<file path="config.mk">
export PLATFORM = sky130hd
export DESIGN_NAME = dive_scheduler
export DESIGN_NICKNAME = d
export VERILOG_FILES = /design/src/rtl/dive_scheduler.sv
export SDC_FILE = /design/constraint.sdc
export NUM_CORES = 1
export LEC_CHECK = 0
export BUFFER_PORTS_ARGS = -buffer_cell sky130_fd_sc_hd__buf_4
export CORE_ASPECT_RATIO = 0.7
export CORE_UTILIZATION = 40
export CTS_BUF_LIST = sky130_fd_sc_hd__clkbuf_4
export DETAILED_ROUTE_END_ITERATION = 12
export GPL_TIMING_DRIVEN = 0
export PLACE_DENSITY = 0.6
export SLEW_MARGIN = 20
export SYNTH_ARGS = -nofsm -noshare
export SYNTH_HDL_FRONTEND = slang
export SYNTH_SLANG_ARGS = --single-unit
</file>
<file path="constraint.sdc">
create_clock -name i_clk -period 6 [get_ports i_clk]
set_input_delay 0.6 -clock i_clk [delete_from_list [all_inputs] [get_ports i_clk]]
set_output_delay 0.6 -clock i_clk [all_outputs]
set_load 0.05 [all_outputs]
</file>
<file path="src/rtl/dive_scheduler.sv">
// dive_scheduler
// Decides when the next enemy leaves formation and which one. After a
// random number of frames it scans the alive mask from a random start slot,
// offers the first live slot to the dive unit over valid/ready, then holds
// off until that dive reports completion. Only one dive is in flight.
//
// Ports:
//   i_clk         system clock
//   i_rst         synchronous, active-high reset (aborts any dive)
//   i_frame_tick  one-cycle pulse per video frame
//   i_enable      gameplay active
//   i_rnd         16-bit LFSR word
//   i_alive       bit i set = enemy i in formation and eligible to dive
//   o_dive_valid  dive request pending
//   o_dive_id     enemy selected to dive
//   i_dive_ready  dive unit accepts the request
//   i_dive_done   one-cycle pulse when the accepted dive finishes
//   o_busy        high while a request is offered or a dive is in flight
//
// Optional build macro DIVE_SCHED_STATS_EN adds:
//   o_dive_count       accepted handshakes, saturating at 16'hFFFF
//   o_scan_miss_count  full scans that found nobody, saturating at 8'hFF

module dive_scheduler #(
  parameter int N_ENEMIES  = 16,
  parameter int MIN_DELAY  = 32,
  parameter int DELAY_BITS = 6
) (
  input  logic                         i_clk,
  input  logic                         i_rst,
  input  logic                         i_frame_tick,
  input  logic                         i_enable,
  input  logic [15:0]                  i_rnd,
  input  logic [N_ENEMIES-1:0]         i_alive,
  output logic                         o_dive_valid,
  output logic [$clog2(N_ENEMIES)-1:0] o_dive_id,
  input  logic                         i_dive_ready,
  input  logic                         i_dive_done,
  output logic                         o_busy
`ifdef DIVE_SCHED_STATS_EN
  ,
  output logic [15:0]                  o_dive_count,
  output logic [7:0]                   o_scan_miss_count
`endif
);

  localparam int IDW = $clog2(N_ENEMIES);
  localparam int DW  = $clog2(MIN_DELAY + 2**DELAY_BITS) + 1;
  localparam logic [DW-1:0]  MIN_DELAY_W = DW'(MIN_DELAY);
  localparam logic [IDW-1:0] LAST_K      = IDW'(N_ENEMIES - 1);

  typedef enum logic [2:0] {
    ST_IDLE,
    ST_WAIT,
    ST_SELECT,
    ST_ISSUE,
    ST_DIVING
  } state_t;

  state_t         r_state;
  logic [DW-1:0]  r_delay;
  logic [IDW-1:0] r_scanIdx;
  logic [IDW-1:0] r_scanCnt;
  logic           r_valid;
  logic           r_busy;
  logic [IDW-1:0] r_diveId;

  logic [DW-1:0]  w_delayLoad;
  logic [IDW-1:0] w_testIdx;
  logic           w_hit;
  logic           w_accept;
  logic           w_scanFail;
  logic           w_unusedRnd;

  // Only the low DELAY_BITS and top IDW bits of the LFSR word matter.
  assign w_unusedRnd = ^i_rnd;

  // Random frame delay, always at least MIN_DELAY; the width leaves headroom
  // so the sum cannot overflow.
  assign w_delayLoad = MIN_DELAY_W + {{(DW-DELAY_BITS){1'b0}}, i_rnd[DELAY_BITS-1:0]};

  // The first scan cycle takes its start slot straight from the LFSR;
  // later cycles continue from the registered index. Power-of-two slot
  // count makes the natural wrap of the index the modulo.
  assign w_testIdx  = (r_scanCnt == '0) ? i_rnd[15 -: IDW] : r_scanIdx;
  assign w_hit      = i_alive[w_testIdx];
  assign w_accept   = (r_state == ST_ISSUE) && i_dive_ready;
  assign w_scanFail = (r_state == ST_SELECT) && i_enable && !w_hit && (r_scanCnt == LAST_K);

  // Main scheduler FSM. Reset wins over everything; the scan counter
  // returns to zero whenever the FSM is not actively scanning so every
  // entry to SELECT starts a fresh scan.
  always_ff @(posedge i_clk) begin
    if (i_rst) begin
      r_state   <= ST_IDLE;
      r_delay   <= '0;
      r_scanIdx <= '0;
      r_scanCnt <= '0;
      r_valid   <= 1'b0;
      r_busy    <= 1'b0;
      r_diveId  <= '0;
    end else begin
      r_scanCnt <= '0;
      case (r_state)
        ST_IDLE: begin
          if (i_enable) begin
            r_delay <= w_delayLoad;
            r_state <= ST_WAIT;
          end
        end
        ST_WAIT: begin
          if (!i_enable) begin
            r_state <= ST_IDLE;
          end else if (r_delay == '0) begin
            r_state <= ST_SELECT;
          end else if (i_frame_tick) begin
            r_delay <= r_delay - DW'(1);
          end
        end
        ST_SELECT: begin
          if (!i_enable) begin
            r_state <= ST_IDLE;
          end else if (w_hit) begin
            r_diveId <= w_testIdx;
            r_valid  <= 1'b1;
            r_busy   <= 1'b1;
            r_state  <= ST_ISSUE;
          end else if (w_scanFail) begin
            r_delay <= w_delayLoad;
            r_state <= ST_WAIT;
          end else begin
            r_scanCnt <= r_scanCnt + IDW'(1);
            r_scanIdx <= w_testIdx + IDW'(1);
          end
        end
        ST_ISSUE: begin
          // Acceptance beats a same-cycle withdrawal reason.
          if (w_accept) begin
            r_valid <= 1'b0;
            r_state <= ST_DIVING;
          end else if (!i_enable) begin
            r_valid <= 1'b0;
            r_busy  <= 1'b0;
            r_state <= ST_IDLE;
          end else if (!i_alive[r_diveId]) begin
            r_valid <= 1'b0;
            r_busy  <= 1'b0;
            r_state <= ST_SELECT;
          end
        end
        ST_DIVING: begin
          if (i_dive_done) begin
            r_busy  <= 1'b0;
            r_delay <= w_delayLoad;
            r_state <= i_enable ? ST_WAIT : ST_IDLE;
          end
        end
        default: r_state <= ST_IDLE;
      endcase
    end
  end

  assign o_dive_valid = r_valid;
  assign o_dive_id    = r_diveId;
  assign o_busy       = r_busy;

`ifdef DIVE_SCHED_STATS_EN
  logic [15:0] r_diveCount;
  logic [7:0]  r_scanMissCount;

  // Saturating activity counters for tuning difficulty.
  always_ff @(posedge i_clk) begin
    if (i_rst) begin
      r_diveCount     <= '0;
      r_scanMissCount <= '0;
    end else begin
      if (w_accept && (r_diveCount != 16'hFFFF)) begin
        r_diveCount <= r_diveCount + 16'd1;
      end
      if (w_scanFail && (r_scanMissCount != 8'hFF)) begin
        r_scanMissCount <= r_scanMissCount + 8'd1;
      end
    end
  end

  assign o_dive_count      = r_diveCount;
  assign o_scan_miss_count = r_scanMissCount;
`endif

endmodule

</file>
**Word level (Yosys, flattened, before mapping)**

Index checks and enable logic that the tools add are counted.
Widths: inputs -> output; s select.

- Eq/ne operators: 19
- Muxes and demuxes: 35
- Bitwise logic cells: 4
- Reductions and logical operators: 18
- $add $sub $neg: 4
- Order comparisons: 2

Operators with widths:

| kind | count |
|---|---|
| $mux 8 | 8 |
| $pmux 8 s4 | 1 |
| $mux 3 | 10 |
| $ne 2x2->1 const B | 10 |
| $pmux 3 s5 | 1 |
| $lt 4x5->1 const B | 2 |
| $mux 1 | 10 |
| $reduce_and 9->1 | 1 |
| $add 4x1->4 const B | 2 |
| $bmux 1 s4 | 2 |
| $logic_not 8->1 | 1 |
| $ne 4x4->1 const B | 2 |
| $reduce_and 4->1 | 2 |
| $sub 8x1->8 const B | 1 |
| $add 6x6->7 const A | 1 |
| $eq 3x2->1 const B | 2 |
| $ne 3x3->1 const B | 2 |
| $reduce_and 6->1 | 1 |
| $reduce_and 5->1 | 1 |
| $reduce_or 5->1 | 1 |
| $eq 4x4->1 const B | 1 |
| $logic_and 1x1->1 | 4 |
| $logic_not 4->1 | 1 |
| $mux 4 | 1 |
| other kinds (11) | 14 |

- Register bits: 25
- Output and inout port bits: 6
- Word-level logic and storage cells: 89

**Depth between registers and ports, before layout**

Gate-level depths: netlist of the first run.

- Depth after elaboration: 11
- Gate-level depth with buffers: 13
- Depth with buffers taken out: 11

**Worst setup path after synthesis of the first run**

OpenSTA, ideal clock, no wires.

- Path type: register -> register
- From: reg r_scanCnt[0]
- To: reg r_state[0]
- Stages on the path, launching flop included: 14
- Period minus slack after synthesis: 3.189 ns
- Required time: 5.879 ns
- Buffers on the path: 2
- Data arrival time: 3.068 ns
- Setup slack: 2.811 ns
- Cell sequence: dfxtp_1 inv_1 ha_1 nor3b_2 mux2i_1 inv_2 a221oi_1 nor2_1 or4_1 buf_2 or2_1 buf_6 o211a_1 mux2_4

- Cells in the longest elaborated chain, start to end: 9
- Elaborated cells between the ends (all ways): 13
- Classes of those cells: eq/ne (2); mux (6); reduce/logical (5)

RTL lines:

| what | RTL line | RTL |
|---|---|---|
| start: declaration | 63 | `logic [IDW-1:0] r_scanCnt;` |
| start signal: assignment | 132 | `r_scanCnt <= r_scanCnt + IDW'(1);` |
| $logic_not 4->1 * | 85 | `assign w_testIdx = (r_scanCnt == '0) ? i_rnd[15 -: IDW] : r_scanIdx;` |
| $mux 4 * | 85 |  |
| net w_testIdx[0] | 69 | `logic [IDW-1:0] w_testIdx;` |
| $bmux 1 s4 * | 86 | `assign w_hit = i_alive[w_testIdx];` |
| $mux 1 (not written as such) * | 86 |  |
| $logic_not 1->1 | 88 | `assign w_scanFail = (r_state == ST_SELECT) && i_enable && !w_hit && (r_scanCnt == LAST_K);` |
| $logic_and 1x1->1 (2 in series) | 88 |  |
| $ne 4x4->1 (no source line) | - |  |
| $reduce_and 5->1 (no source line) | - |  |
| end signal: assignment | 155 | `r_state <= i_enable ? ST_WAIT : ST_IDLE;` |
| end: declaration | 60 | `state_t r_state;` |

Mark *: on every way through the listed nets, which the timed path passes. The rest lies on a longest branch. The select of a mux whose other input is x is not followed.
A chain may end at the register's enable or synchronous reset.

**Worst setup path in the final report of the first run**

Same ends and word-level chain as after synthesis.

==> flow_summary.yaml, run 1 <==
outcome:
  status: "finished clean"
die:
  rows: 20
  die_area_um2: 4880
  core_um2: 4380
  die_w_um: 83.1
  die_height_um: 58.7
  initial_core_util: 0.420
  ioPinCount: 44
pwr:
  pwr-share-clk: 0.157
  combPwrFrac: 0.448
  power_switching_uw: 208
  swShare: 0.400
  cellPowerDensity_nw_per_um2: 236
  leakage_uw: 0.000896
  internal_power_uw: 313
  vdd_drop_max_v: 0.000119
  power_frac_seq: 0.396
synth:
  ys.flop_type: "dfxtp_1"
  yosysSeqAreaShare: 0.272
  synth_edf_count: 0
  synth_common_cells: "dfxtp_1 (25), nand2_1 (24), nor2_1 (23)"
  ys_ff_latch: 25
  yosysWarnings: 0
  synth_top_area_cell: "dfxtp_1"
  synth_top_area_share: 0.272
  syn-mean-instance-area_um2: 7.86
  ys_types: 57
  ys_async_sr_fraction: 0
  synth_area_um2: 1840
  syn-instance-count: 234
  ys_top_cells_by_area: "dfxtp_1 (27%), mux2i_1 (6.0%), mux4_2 (4.9%), nand2_1 (4.9%), nor2_1 (4.7%)"
  yosys.cell_count.top_type: "dfxtp_1"
  synth_nets: 277
clocking:
  cts.path.max_buffers: 2
  path_clk_slew_ns: 0.14
  clkLatencyLatePin_ns: 0.31
  cts.sinks: 25
  htreeDepth: 1
  cts_resized: 0
  tritoncts: "done"
  post_cts_buffers: 0
  root_buffer: "clkbuf_4"
  numCtsBuffers: 3
  hold_buffers: 0
setup_path:
  critPathKind: "reg2reg"
  critPathMaxFanout: 10
  end_kind: "register"
  start_kind: "register"
  required_ns: 6.23
  crit_arrival_ns: 4.01
sta:
  slew_viol_final: 0
  timing.final.crit_share: 0.631
  clock.fmax_mhz: 264
  slew_headroom: 0.395
  clock_skew_ns: 0.00401
  rsz0062_at_grt: "no"
  final-hold-violation-count: 0
  timing.setup.tns_ns: 0
  tightest_slew_ns: 0.900
  setup_viol: 0
  min_period_ns: 3.79
drt:
  post_drt_wl_per_cell_um: 14.9
  ant_nets: 0
  viasPerCell: 5.72
  first_iter_violations: 88
  drc: 0
  dr_total_vias: 1881
  firstDrtPassIters: 4
  wl_um: 4920
cells_and_area:
  syn2layout_area_growth_pct: 20.1
  instances_no_fill: 329
  diodes: 0
  fillers: 425
  nets: 318
  drive_above_1_share: 0.204
place:
  hpwl_um: 3810
  globalplace.congestion: 0.885
  dpl.cell_count: 325
  io_buffer_count: 36
global_route:
  grt_pass1_wl_um: 8380
  grt_pass1_vias: 1710
  track_usage: 0.214
  antenna_found_initial: 0
  grt_max_degree: 14
  overflow: 0
flow_run:
  cap_violations: 0
min_path:
  hold_class: "reg2reg"
cell families after synthesis:
logic type      after synthesis  share of synthesized area
buf+inv                      25                     0.0558
simple gates                 94                      0.265
fa+ha+maj                     6                     0.0395
flops                        25                      0.272
xor+xnor                      2                    0.00953
compound gates               65                      0.235
mux                          17                      0.123
power groups by stage:
stage	registers (µW)	logic, µW	clock network [µW]
2_1_floorplan	207	168	0
3_3_place_gp	209	232	0
3_5_place_dp	209	229	0
4_1_cts	206	231	84.4
5_1_grt	209	266	91.1
6_report	206	233	81.5
final cells by class:
class	instances	area, µm²	area share
clock buffers	4	30.0	0.0136
multi-input cells	184	1240	0.560
flip-flops and latches	25	500	0.227
inverters	13	48.8	0.0221
repair buffers	36	270	0.122
plain buffers	12	53.8	0.0244
well taps	55	68.8	0.0312
placed cells by master (no fill, tap or decap), drive strengths merged, types with 2 or more instances in the layout:
cell type,Yosys,routed
nand3,4,4
nor4,3,3
a211oi,6,6
dfxtp,25,25
o2111ai,2,2
buf,3,39
a31oi,8,8
ha,5,5
mux2,2,2
clkbuf,9,13
nor3b,4,4
a21oi,18,18
nor2,23,23
a221oi,4,4
inv,13,13
mux4,4,4
o31ai,2,2
or2,2,2
nor3,10,10
or4,2,2
a41oi,2,2
nand4,3,3
nand2b,3,3
o21ai,12,12
nor2b,4,4
nand2,24,24
mux2i,11,11
and3,4,4
per-layer routing:
metal / part of all wire / vias up / wire, µm / global-route usage
met5: 0 / - / 0 / 0
met4: 0.0033 / 0 / 16 / 0.0222
met3: 0.034 / 2 / 168 / 0.0351
met2: 0.40 / 36 / 1970 / 0.316
met1: 0.56 / 888 / 2760 / 0.333
li1: - / 955 / - / -
through the flow:
step | setup slack [ns] | util | total power [µW] | hold WS [ns] | instance area (µm²)
5_1_grt | 1.92 | 0.504 | 567 | 0.543 | 2210
6_report | 2.21 | 0.504 | 521 | 0.504 | 2210
3_3_place_gp | 2.27 | 0.497 | 441 | 0.473 | 2180
2_1_floorplan | 2.81 | - | 375 | 0.449 | 1840
4_1_cts | 2.27 | 0.504 | 521 | 0.506 | 2210
3_5_place_dp | 2.31 | 0.497 | 439 | 0.486 | 2180
sequential cells by signal (all words and copies together), names as in the netlist:
register	cells
r_state	3
o_dive_valid	1
o_dive_id	4
r_delay	8
o_busy	1
r_scanIdx	4
r_scanCnt	4
worst max-delay path, cell delays in order (launching register included):
cell      delay (ns)
dfxtp_1         0.37
inv_1           0.06
ha_1            0.17
nor3b_2         0.53
mux2i_1         0.47
inv_2           0.20
a221oi_1        0.46
nor2_1          0.06
or4_1           0.40
buf_2           0.16
or2_1           0.23
buf_6           0.14
o211a_1         0.14
mux2_4          0.29
worst paths after layout:
kind,start,end,slack (ns),cells past startpoint
worst min-delay path,r_scanCnt[0],r_scanCnt[0],0.50,1
worst min register to register,r_scanCnt[0],r_scanCnt[0],0.50,1
worst max register to register,r_scanCnt[0],r_state[0],2.21,13
worst max-delay path,r_scanCnt[0],r_state[0],2.21,13
Note: power is estimated with default switching activity, not from simulation.
==> run 2: changes to the inputs <==
==> constraint.sdc (replaced) <==
create_clock -name i_clk -period 3.65 [get_ports i_clk]
set_input_delay 0.365 -clock i_clk [delete_from_list [all_inputs] [get_ports i_clk]]
set_output_delay 0.365 -clock i_clk [all_outputs]
set_load 0.05 [all_outputs]
==> run 2 against run 1 <==
Against the previous run:
- clock skew up 0.0022 ns
- sequential power up 65%
- via count down 0.27%
- total power up 64%
- routed wire length up 0.14%
- largest power group unchanged
- highest routed layer unchanged
==> flow_summary.yaml, run 2 (synthesis results as in run 1) <==
drt:
  viasPerCell: 5.70
  wl_um: 4920
  drc: 0
  ant_nets: 0
  post_drt_wl_per_cell_um: 15.0
  firstDrtPassIters: 4
  first_iter_violations: 122
  dr_total_vias: 1876
pwr:
  pwr-share-clk: 0.155
  internal_power_uw: 514
  swShare: 0.398
  power_frac_seq: 0.397
  combPwrFrac: 0.448
  cellPowerDensity_nw_per_um2: 384
  leakage_uw: 0.000897
  vdd_drop_max_v: 0.000195
  power_switching_uw: 340
min_path:
  hold_class: "in2reg"
  hold_end: "r_state[2]"
  holdPathStages: 3
  min_from: "i_dive_ready"
setup_path:
  reg2reg_from: "r_scanCnt[0]"
  start_kind: "register"
  cpMaxStageDelayCell: "a221oi_1"
  rrSetupSlack_ns: 0.27
  r2r-end: "r_state[0]"
  critPathMaxFanout: 10
  r2r_cells: 13
  slowest_delay_ns: 0.44
  end_kind: "register"
  crit_arrival_ns: 3.61
  crit_buf_inv: 4
  required_ns: 3.87
  crit_family: "simple AND/OR/NAND/NOR gates"
  cp_cell_sequence: "inv_1 -> ha_1 -> nor3b_4 -> mux2i_2 -> inv_2 -> a221oi_1 -> nor2_1 -> or4_1 -> buf_2 -> or2_1 -> buf_6 -> o211a_1 -> mux2_4"
  critPathKind: "reg2reg"
global_route:
  overflow: 0
  antenna_found_initial: 0
  grt_pass1_wl_um: 8420
  grt_pass1_vias: 1720
  grt_max_degree: 14
  track_usage: 0.215
place:
  dpl.cell_count: 325
  placed_area_um2: 2180
  hpwl_um: 3810
  io_buffer_count: 36
  globalplace.congestion: 0.885
sta:
  clock_skew_ns: 0.00617
  tightest_slew_ns: 0.906
  setup_viol: 0
  slew_headroom: 0.392
  clock.fmax_mhz: 296
  slew_viol_final: 0
  timing.setup.tns_ns: 0
  rsz0062_at_grt: "no"
  min_period_ns: 3.38
  timing.final.crit_share: 0.927
  final-hold-violation-count: 0
die:
  core_um2: 4380
  die_height_um: 58.7
  die_w_um: 83.1
  die_area_um2: 4880
  initial_core_util: 0.420
  rows: 20
  ioPinCount: 44
cells_and_area:
  utilization: 0.507
  instances_no_fill: 329
  diodes: 0
  syn2layout_area_growth_pct: 20.8
  stdcell_area_um2: 2220
  layout_common_cells: "buf_4 (37), dfxtp_1 (25), nand2_1 (24), nor2_1 (23), a21oi_1 (17)"
  largest_reg_flops: 8
  top_register: "r_delay"
  drive_above_1_share: 0.212
  nets: 318
  final_common_cell: "buf_4"
clocking:
  tritoncts: "done"
  cts.path.max_buffers: 2
  path_clk_slew_ns: 0.14
  hold_buffers: 0
  root_buffer: "clkbuf_4"
  cts.sinks: 25
  clkLatencyLatePin_ns: 0.31
  htreeDepth: 1
  numCtsBuffers: 3
outcome:
  status: "finished clean"
flow_run:
  cap_violations: 0
==> run 2: worst max-delay path by stage <==
stage,from,cells after the start,to
3_5_place_dp,r_scanCnt[0],13,r_state[0]
5_1_grt,r_scanCnt[0],13,r_state[0]
3_3_place_gp,r_scanCnt[0],12,r_delay[3]
4_1_cts,r_scanCnt[0],13,r_state[0]
6_report,r_scanCnt[0],13,r_state[0]
2_1_floorplan,r_scanCnt[0],13,r_state[0]
==> run 2: power by group through the flow <==
stage | Combinational, µW | Clock (µW) | Sequential, µW
after floorplan | 276 | 0 | 340
after global placement | 382 | 0 | 344
after detailed placement | 377 | 0 | 344
after CTS | 379 | 139 | 339
after global routing | 437 | 150 | 344
final | 382 | 132 | 339
==> run 2: per-layer routing <==
metal  GRT usage  wire length, µm
met5           0                0
met4      0.0222               16
met1       0.335             2570
met2       0.319             2020
met3      0.0351              316
==> run 2: final cells by class <==
class,instances,area (µm²)
Buffer,11,50.0
Clock buffer,4,30.0
Fill cell,428,2160
Inverter,13,48.8
Multi-Input combinational cell,184,1250
Sequential cell,25,500
Tap cell,55,68.8
Timing Repair Buffer,37,278
==> run 2: timing repair <==
action / 4_1_cts / 5_1_grt
setup endpoints to repair: 3 / 18
gates resized for setup: 1 / 1
pin swaps: 0 / 0
setup buffers: 0 / 1
==> run 2: through the flow <==
step | setup slack (ns) | hold slack (ns) | power, µW
2_1_floorplan | 0.461 | 0.449 | 616
3_3_place_gp | -0.0814 | 0.473 | 726
3_5_place_dp | -0.0384 | 0.486 | 721
4_1_cts | 0.0328 | 0.307 | 856
5_1_grt | 0.0259 | 0.335 | 931
6_report | 0.267 | 0.320 | 853
==> run 2: worst min-delay path, delay by kind of cell <==
kind / cells / cell delay (ns)
and+or+nand+nor: 1 / 0.08
AOI/OAI and AO/OA: 1 / 0.07
buffers and inverters: 1 / 0.11
